===== config.mk =====
export PLATFORM = sky130hd
export DESIGN_NAME = alu_seq_unit
export DESIGN_NICKNAME = d
export VERILOG_FILES = /design/src/rtl/alu_pkg.sv /design/src/rtl/alu_core.sv /design/src/rtl/alu_seq_unit.sv
export SDC_FILE = /design/constraint.sdc
export NUM_CORES = 1
export LEC_CHECK = 0
export ABC_AREA = 1
export BUFFER_PORTS_ARGS = -buffer_cell sky130_fd_sc_hd__buf_2
export CAP_MARGIN = 5
export CELL_PAD_IN_SITES_DETAIL_PLACEMENT = 0
export CELL_PAD_IN_SITES_GLOBAL_PLACEMENT = 1
export CORE_MARGIN = 1.5
export CORE_UTILIZATION = 40
export CTS_CLUSTER_SIZE = 40
export DETAILED_ROUTE_END_ITERATION = 10
export MAX_ROUTING_LAYER = met4
export PLACE_DENSITY_LB_ADDON = 0.1
export SYNTH_ARGS = -nofsm -noshare
export SYNTH_HDL_FRONTEND = slang
export SYNTH_HIERARCHICAL = 1
export SYNTH_SLANG_ARGS = --single-unit

===== constraint.sdc =====
create_clock -name CLK -period 4.1 [get_ports CLK]
set_input_delay 0.82 -clock CLK [delete_from_list [all_inputs] [get_ports CLK]]
set_output_delay 0.82 -clock CLK [all_outputs]
set_load 0.02 [all_outputs]

===== src/rtl/alu_pkg.sv =====
// Shared encodings for the sequential ALU: opcodes, operand selects,
// branch conditions and the controller state type.
package alu_pkg;

    localparam logic [2:0] OP_ADD  = 3'b000;
    localparam logic [2:0] OP_SUB  = 3'b001;
    localparam logic [2:0] OP_AND  = 3'b010;
    localparam logic [2:0] OP_OR   = 3'b011;
    localparam logic [2:0] OP_SLL  = 3'b100;
    localparam logic [2:0] OP_SRL  = 3'b101;
    localparam logic [2:0] OP_SLT  = 3'b110;
    localparam logic [2:0] OP_PASSB = 3'b111;

    localparam logic [1:0] SRCA_PC  = 2'b00;
    localparam logic [1:0] SRCA_SP  = 2'b01;
    localparam logic [1:0] SRCA_ACC = 2'b10;
    localparam logic [1:0] SRCA_MEM = 2'b11;

    localparam logic [1:0] SRCB_IMM  = 2'b00;
    localparam logic [1:0] SRCB_MEM  = 2'b01;
    localparam logic [1:0] SRCB_ONE  = 2'b10;
    localparam logic [1:0] SRCB_ZERO = 2'b11;

    localparam logic [1:0] COND_Z   = 2'b00;
    localparam logic [1:0] COND_NZ  = 2'b01;
    localparam logic [1:0] COND_NEG = 2'b10;
    localparam logic [1:0] COND_ALW = 2'b11;

    typedef enum logic {
        ST_IDLE  = 1'b0,
        ST_SHIFT = 1'b1
    } state_t;

endpackage


===== src/rtl/alu_core.sv =====
// Single-cycle combinational ALU. Shifts here use the full shift amount;
// the sequencer only relies on this path for shamt == 0.
module alu_core
    import alu_pkg::*;
#(
    parameter int WIDTH = 16
) (
    input  logic [2:0]       op,
    input  logic [WIDTH-1:0] a,
    input  logic [WIDTH-1:0] b,
    output logic [WIDTH-1:0] y,
    output logic             ovfl
);

    localparam int SHW = $clog2(WIDTH);

    logic [WIDTH-1:0] sum;
    logic [WIDTH-1:0] dif;
    logic [SHW-1:0]   shamt;

    // Result mux; overflow only meaningful for add/sub.
    always_comb begin
        sum   = a + b;
        dif   = a - b;
        shamt = b[SHW-1:0];
        y     = '0;
        ovfl  = 1'b0;
        case (op)
            OP_ADD: begin
                y    = sum;
                ovfl = (a[WIDTH-1] == b[WIDTH-1]) && (sum[WIDTH-1] != a[WIDTH-1]);
            end
            OP_SUB: begin
                y    = dif;
                ovfl = (a[WIDTH-1] != b[WIDTH-1]) && (dif[WIDTH-1] != a[WIDTH-1]);
            end
            OP_AND:  y = a & b;
            OP_OR:   y = a | b;
            OP_SLL:  y = a << shamt;
            OP_SRL:  y = a >> shamt;
            OP_SLT:  y[0] = ($signed(a) < $signed(b));
            default: y = b;
        endcase
    end

endmodule


===== src/rtl/alu_seq_unit.sv =====
// Sequential ALU: single-cycle ops complete at the Start edge, shifts by a
// nonzero amount step one bit per cycle. Flags move only with ALUOut.
module alu_seq_unit
    import alu_pkg::*;
#(
    parameter int WIDTH = 16,
    parameter int IMM_W = 8
) (
    input  logic             CLK,
    input  logic             Reset,
    input  logic             Start,
    input  logic [2:0]       ALUOp,
    input  logic [1:0]       ALUSrcA,
    input  logic [1:0]       ALUSrcB,
    input  logic             SIGNExt,
    input  logic [IMM_W-1:0] IROut,
    input  logic [WIDTH-1:0] PC,
    input  logic [WIDTH-1:0] SP,
    input  logic [WIDTH-1:0] ACC,
    input  logic [WIDTH-1:0] Memout,
    input  logic             BranchCycle,
    input  logic [1:0]       BranchCond,
    output logic             Busy,
    output logic             Done,
    output logic [WIDTH-1:0] ALUOut,
    output logic             Zero,
    output logic             ovfl,
    output logic             DOBRANCH
);

    localparam int SHW = $clog2(WIDTH);

    state_t           state;
    logic [WIDTH-1:0] imm_ext;
    logic [WIDTH-1:0] a_mux;
    logic [WIDTH-1:0] b_mux;
    logic [WIDTH-1:0] core_y;
    logic             core_ovfl;
    logic [WIDTH-1:0] a_r;      // captured A, doubles as the shift register
    logic [2:0]       op_r;
    logic [SHW-1:0]   cnt;
    logic [SHW-1:0]   shamt_in;
    logic             is_shift;
    logic [WIDTH-1:0] shift1;
    logic             cond;

    // Operand selection and immediate extension.
    always_comb begin
        imm_ext = SIGNExt ? {{(WIDTH-IMM_W){IROut[IMM_W-1]}}, IROut}
                          : {{(WIDTH-IMM_W){1'b0}}, IROut};
        case (ALUSrcA)
            SRCA_PC:  a_mux = PC;
            SRCA_SP:  a_mux = SP;
            SRCA_ACC: a_mux = ACC;
            default:  a_mux = Memout;
        endcase
        case (ALUSrcB)
            SRCB_IMM: b_mux = imm_ext;
            SRCB_MEM: b_mux = Memout;
            SRCB_ONE: b_mux = {{(WIDTH-1){1'b0}}, 1'b1};
            default:  b_mux = '0;
        endcase
        shamt_in = b_mux[SHW-1:0];
        is_shift = (ALUOp == OP_SLL) || (ALUOp == OP_SRL);
        shift1   = (op_r == OP_SLL) ? {a_r[WIDTH-2:0], 1'b0} : {1'b0, a_r[WIDTH-1:1]};
    end

    alu_core #(.WIDTH(WIDTH)) u_core (
        .op   (ALUOp),
        .a    (a_mux),
        .b    (b_mux),
        .y    (core_y),
        .ovfl (core_ovfl)
    );

    // Controller: IDLE finishes simple ops in place, SHIFT counts down one bit per edge.
    always_ff @(posedge CLK) begin
        if (Reset) begin
            state  <= ST_IDLE;
            ALUOut <= '0;
            Zero   <= 1'b1;
            ovfl   <= 1'b0;
            Busy   <= 1'b0;
            Done   <= 1'b0;
            cnt    <= '0;
            a_r    <= '0;
            op_r   <= OP_ADD;
        end else begin
            Done <= 1'b0;
            case (state)
                ST_IDLE: begin
                    if (Start) begin
                        a_r  <= a_mux;
                        op_r <= ALUOp;
                        if (is_shift && (shamt_in != '0)) begin
                            state <= ST_SHIFT;
                            Busy  <= 1'b1;
                            cnt   <= shamt_in;
                        end else begin
                            ALUOut <= core_y;
                            Zero   <= (core_y == '0);
                            ovfl   <= core_ovfl;
                            Done   <= 1'b1;
                        end
                    end
                end
                default: begin
                    a_r <= shift1;
                    cnt <= cnt - SHW'(1);
                    if (cnt == SHW'(1)) begin
                        ALUOut <= shift1;
                        Zero   <= (shift1 == '0);
                        ovfl   <= 1'b0;
                        Done   <= 1'b1;
                        Busy   <= 1'b0;
                        state  <= ST_IDLE;
                    end
                end
            endcase
        end
    end

    // Branch decision from the registered flags, suppressed while busy.
    always_comb begin
        case (BranchCond)
            COND_Z:   cond = Zero;
            COND_NZ:  cond = ~Zero;
            COND_NEG: cond = ALUOut[WIDTH-1];
            default:  cond = 1'b1;
        endcase
        DOBRANCH = BranchCycle & cond & ~Busy;
    end

endmodule

; After elaboration in Yosys (flattened, before gate mapping)
; Cells that the tools add are included.
[op_classes]
addsub = 3
mul = 0
div_mod_pow = 0
n_lt_le_gt_ge = 1
eq_ne = 20
n_shift = 2
mux = 36
bitwise = 7
reduce_logical = 17
[ops]
columns = operator, count
row1 = 2-to-1 mux 16 bit, 8
row2 = one-hot mux 15 bit (7 select lines), 1
row3 = one-hot mux 16 bit (3 select lines), 2
row4 = zero test 16 bit, 2
row5 = 2-to-1 mux 1 bit, 19
row6 = adder 16 bit, 1
row7 = AND 16 bit, 1
row8 = < comparator 16 bit, 1
row9 = OR 16 bit, 1
row10 = left shift 16 x 4 -> 16 bit, 1
row11 = right shift 16 x 4 -> 16 bit, 1
row12 = subtractor 16 bit, 1
row13 = equality test 3 bit (second input constant), 4
row14 = 2-to-1 mux 4 bit, 3
row15 = one-hot mux 1 bit (7 select lines), 1
row16 = equality test 2 x 1 -> 1 bit (second input constant), 3
row17 = equality test 2 bit (second input constant), 3
row18 = equality test 3 x 2 -> 1 bit (second input constant), 2
row19 = zero test 2 bit, 3
row20 = AND reduction 3 bit, 2
row21 = equality test 4 x 1 -> 1 bit (second input constant), 1
row22 = AND reduction 2 bit, 2
row23 = nonzero test 2 bit, 2
row24 = nonzero test 4 bit, 1
row25 = other kinds (13), 20
[totals]
reg_bits = 44
latchBits = 0
mem_bits_rw = 0
rom_bits = 0
inputBits = 86
output_inout_bits = 21
word_cells = 95
mem_count = 0

; Longest topological paths before layout
[depth]
word_depth = 9
mapped_depth = 28
depth_no_buf = 27

; By module
; The synthesis kept the hierarchy.
[by_module_without_submodules]
columns = mod, instances, cells_per_inst, area_each_um2, seq_area_each_um2
row1 = alu_core, 1, 868, 4219.0, 0.0
row2 = alu_seq_unit, 1, 505, 3062.9, 880.8

; Worst setup path after synthesis
; OpenSTA, ideal clock, no wires.
[synth_path]
kind = input to register
start = in ALUSrcA[0]
end = reg Zero
setup_time_ns = 0.058
t_arrival_ns = 3.661
required_ns = 4.042
slack_ns = 0.381
path_stages = 21
n_path_buf = 3
cell_sequence = buf_2 > nand2_1 > clkbuf_1 > o21ai_0 > inv_1 > ha_1 > buf_2 > inv_1 > nand2_1 > nand2_1 > nand3b_1 > or2_2 > nand3_1 > nand2_1 > nor2_1 > nor2_1 > nor4_1 > nand4_1 > nand2_1 > nand2_1 > nand2_1
[synth_between]
elab_chain_cells = 8
elab_cells_between_ends = 17
[synth_rtl]
columns = element, line
row1 = "start, declared", alu_seq_unit.sv:13  ; input logic [1:0] ALUSrcA,
row2 = "equality test 2 bit, or another cell as far along", alu_seq_unit.sv:51  ; case (ALUSrcA)
row3 = one-hot mux 16 bit (3 select lines) (*), alu_seq_unit.sv:51
row4 = net a_mux[4], alu_seq_unit.sv:35  ; logic [WIDTH-1:0] a_mux;
row5 = "subtractor 16 bit, or another cell as far along", alu_core.sv:24  ; dif = a - b;
row6 = one-hot mux 15 bit (7 select lines) (*), alu_core.sv:28  ; case (op)
row7 = net core_y[5], alu_seq_unit.sv:37  ; logic [WIDTH-1:0] core_y;
row8 = zero test 16 bit (*), alu_seq_unit.sv:101  ; Zero <= (core_y == '0);
row9 = 2-to-1 mux 1 bit (*), alu_seq_unit.sv:95  ; if (is_shift && (shamt_in != '0)) begin
row10 = 2-to-1 mux 1 bit (*), alu_seq_unit.sv:92  ; if (Start) begin
row11 = 2-to-1 mux 1 bit (*), alu_seq_unit.sv:90  ; case (state)
row12 = "end signal, assigned", alu_seq_unit.sv:101
row13 = "end signal, assigned", alu_seq_unit.sv:112  ; Zero <= (shift1 == '0);
row14 = "end, declared", alu_seq_unit.sv:26  ; output logic Zero,
; Mark *: on every way through the listed nets, which the timed path passes. The rest lies on a longest branch. The select of a mux whose other input is x is not followed.
; A chain may end at the register's enable or synchronous reset.

; Final worst setup path
[layout_path]
start = in ALUSrcA[1]
end = reg Zero
[layout_between]
elab_chain_cells = 8
elab_cells_between_ends = 17
[layout_rtl]
columns = element, line
row1 = "equality test 2 bit, or another cell as far along", alu_seq_unit.sv:51
row2 = one-hot mux 16 bit (3 select lines) (*), alu_seq_unit.sv:51
row3 = net a_mux[0], alu_seq_unit.sv:35
row4 = "subtractor 16 bit, or another cell as far along", alu_core.sv:24
row5 = one-hot mux 1 bit (7 select lines) (*), alu_core.sv:28
row6 = net core_y[0], alu_seq_unit.sv:37
row7 = zero test 16 bit (*), alu_seq_unit.sv:101
row8 = 2-to-1 mux 1 bit (*), alu_seq_unit.sv:95
row9 = 2-to-1 mux 1 bit (*), alu_seq_unit.sv:92
row10 = 2-to-1 mux 1 bit (*), alu_seq_unit.sv:90
; Marks and branches as above.

==> impl_metrics.env <==
export IMPL_grt_max_degree=40
export IMPL_finalClockSkew_ns=0.008887
export IMPL_ys_ff_latch=44
export IMPL_ys_warn_count=6
export IMPL_dr_first_iter_drc_count=947
export IMPL_r2r_cells=5
export IMPL_die_y_um=137.9
export IMPL_synth_edff_count=0
export IMPL_antennaDiodeCount=0
export IMPL_p_comb_frac=0.608
export IMPL_numCtsBuffers=5
export IMPL_grt_pass1_wl_mm=48.55
export IMPL_reg2reg_from="state$_SDFF_PP0_"
export IMPL_fillerInstances=2055
export IMPL_multiInputGateArea_sq_um=5475
export IMPL_wirelength_mm=32.56
export IMPL_worst_path_max_fanout=9
export IMPL_clk_path_buf_depth=2
export IMPL_switching_share=0.4818
export IMPL_ant_nets=0
export IMPL_io_buffer_count=106
export IMPL_wire_per_inst_um=18.47
export IMPL_post_route_util=0.4899
export IMPL_maxCapViolCount=0
export IMPL_hold_ws_ns=0.4865
export IMPL_start_util=0.4068
export IMPL_core_area_sq_um=17900
export IMPL_area_delta_synth_final_pct=20.45
export IMPL_dp_hpwl_mm=26.45
export IMPL_finalNetCount=1676
export IMPL_ir_worst_vdd_mv=0.2047
export IMPL_p_switching_mw=1.127
export IMPL_status="completed"
export IMPL_pre_cts_ws_ns=0.07207
export IMPL_finalSetupViolCount=0
export IMPL_vias=9510
export IMPL_cts_root_buf="clkbuf_16"
export IMPL_synth_nets=1516
export IMPL_end_kind="flop"
export IMPL_drv_slew=0
export IMPL_cts_tree="done"
export IMPL_avgViaCountPerCell=5.394
export IMPL_antenna_found_initial=0
export IMPL_crit_arrival_ns=4.01
export IMPL_crit_start="ALUSrcA[1]"
export IMPL_required_ns=4.35
export IMPL_syn_area_per_cell_sq_um=5.304
export IMPL_ys_flop_type="dfxtp_1"
export IMPL_totalPowerFinal_mw=2.340
export IMPL_seq_area_frac_synth=0.1210
export IMPL_grt_pass1_vias=8453
export IMPL_async_flop_share=0
export IMPL_htree_levels=2
export IMPL_relSlewSlack=0.1686
export IMPL_reg2reg_to="ALUOut[14]$_SDFFE_PP0P_"
export IMPL_synth_cells=1373
export IMPL_setup_tns_final_ns=0
export IMPL_overflow=0
export IMPL_drc=0
export IMPL_hold_viol_final=0
export IMPL_dr_pass1_iters=6
export IMPL_setup_slack_ns=0.3367
export IMPL_min_period_ns=3.763
export IMPL_holdBufCountCts=0
export IMPL_leakage_nw=4.830
export IMPL_start_kind="input pin"
export IMPL_die_area_sq_um=19020
export IMPL_reg2reg_setup_slack_ns=1.84
export IMPL_critPathCapture="Zero$_SDFFE_PP1P_"
export IMPL_num_rows=49
export IMPL_gp_congestion=1.012
export IMPL_worst_pin_slew_ns=1.242
export IMPL_drive_gt1_frac=0.1714
export IMPL_p_clk_frac=0.181
export IMPL_max_freq_mhz=265.7
export IMPL_synth_area_sq_um=7282
export IMPL_seq_area_sq_um=880.8
export IMPL_path_class="in -> reg"
export IMPL_pwr_share_seq=0.210
export IMPL_clk_latency_ns=0.30
export IMPL_die_x_um=137.9
export IMPL_grt_use_total=0.3525
export IMPL_power_per_cell_area_nw_per_um2=266.8
export IMPL_intPower_mw=1.213
export IMPL_min_period_over_period=0.9179
export IMPL_io_pins=107
export IMPL_rsz0062_at_grt="false"
export IMPL_clock_sinks=44
export IMPL_clkTransAtPathRegs_ns=0.07
export IMPL_synth_cell_types=46
export IMPL_min_path_type="reg -> reg"
==> area by class of cell <==
class	count	share of cell area
Sequential cell	44	0.1004
Multi-Input combinational cell	1106	0.6243
Inverter	162	0.06933
Clock inverter	2	0.001712
Tap cell	229	0.03267
Clock buffer	6	0.01583
Timing Repair Buffer	214	0.1558
==> cell usage after synthesis (all sizes together) (3+ instances only) <==
cell type	count	area, sq um
a21boi	3	33.78
a21oi	50	250.2
a31oi	19	118.9
and2	10	62.56
buf	38	219.0
clkbuf	23	101.3
dfxtp	44	880.8
ha	55	688.2
inv	160	600.6
nand2	500	1907
nand3	177	895.9
nand3b	19	142.6
nand4	26	162.7
nor2	150	616.8
nor3	12	65.06
o2111ai	4	35.03
o211ai	3	22.52
o21ai	57	289.0
o21bai	4	30.03
or2	3	18.77
xor2	3	26.28
==> cell families (layout without fill, tap and decap cells) <==
kind of cell	count (synthesis)	after routing	synth area share
mux	1	1	0.001375
simple gates	899	899	0.5333
compound gates	145	145	0.1120
flops	44	44	0.1210
xor+xnor	4	4	0.004812
buf+inv	223	384	0.1275
fa+ha+maj	57	57	0.1000
==> repair_timing <==
action                                  CTS  global route
gates resized for setup                   0             1
endpoints found under the hold margin     0             0
endpoints found under the setup margin    0             1
setup buffers                             0             0
==> sequential cells by signal, summed over array words and instances, names as in the netlist <==
| register | cells |
|---|---|
| ALUOut | 16 |
| Busy | 1 |
| Done | 1 |
| Zero | 1 |
| a_r | 16 |
| cnt | 4 |
| op_r | 3 |
| ovfl | 1 |
| state | 1 |
==> power groups by stage <==
| stage | combinational, mW | sequential (mW) | clock (mW) |
|---|---|---|---|
| detailed placement | 1.39 | 0.500 | 0 |
| floorplan | 0.815 | 0.513 | 0 |
| finish | 1.42 | 0.492 | 0.424 |
| global route | 1.56 | 0.498 | 0.452 |
| global placement | 1.40 | 0.500 | 0 |
| CTS | 1.39 | 0.491 | 0.428 |
==> layout by cell type (no fill, tap or decap), drive strengths merged <==
cell type / count
o31ai: 1
o221ai: 1
nor2: 150
a21oi: 50
nor4: 2
nor3: 12
xnor2: 1
clkbuf: 6
dfxtp: 44
fa: 2
nand2: 500
or2: 3
o211ai: 3
nand4: 26
a21boi: 3
a211oi: 1
xor2: 3
o21ai: 57
clkinv: 2
inv: 160
a31oi: 19
ha: 55
mux2i: 1
nand3b: 19
buf: 214
nand3: 177
and2: 10
o2111ai: 4
o22ai: 2
o21bai: 4
clkinvlp: 2
==> worst min path at each step <==
stage                                    from  depth (start not counted)                   to
final                     cnt[1]$_SDFFE_PP0P_                          2  cnt[1]$_SDFFE_PP0P_
after global routing      a_r[0]$_SDFFE_PP0P_                          2  a_r[0]$_SDFFE_PP0P_
after CTS                 cnt[1]$_SDFFE_PP0P_                          2  cnt[1]$_SDFFE_PP0P_
after detailed placement  cnt[1]$_SDFFE_PP0P_                          2  cnt[1]$_SDFFE_PP0P_
after global placement      ovfl$_SDFFE_PP0P_                          2    ovfl$_SDFFE_PP0P_
after floorplan           a_r[0]$_SDFFE_PP0P_                          2  a_r[0]$_SDFFE_PP0P_
==> worst max-delay path: stages <==
cell	delay [ns]
buf_2	0.10
clkinv_1	0.10
nor2_2	0.13
buf_4	0.18
nand2_1	0.07
nand4_1	0.18
inv_1	0.09
ha_1	0.25
fa_1	0.45
inv_1	0.11
nand2_1	0.08
nand2_1	0.10
nand4_1	0.15
nand2_1	0.16
nand2_1	0.09
nand2_1	0.06
nand2_1	0.05
nand3_1	0.11
a21oi_1	0.13
nor3_1	0.28
nand4_1	0.13
nand2_1	0.08
nand2_1	0.05
nand2_1	0.06
==> stage by stage <==
step	std cells	cell area, sq um
after floorplan	1373	7282
after global placement	1755	8615
after detailed placement	1755	8615
after CTS	1763	8768
after global routing	1763	8771
final	1763	8771
==> layer usage <==
metal / part of all wire / wire [um] / global-route usage
met2: 0.43 / 13950 / 0.5282
met4: 0.034 / 1092 / 0.1030
met5: 0 / 0 / -
met3: 0.080 / 2598 / 0.05227
met1: 0.46 / 14920 / 0.4892
(Power assumes the default switching activity.)
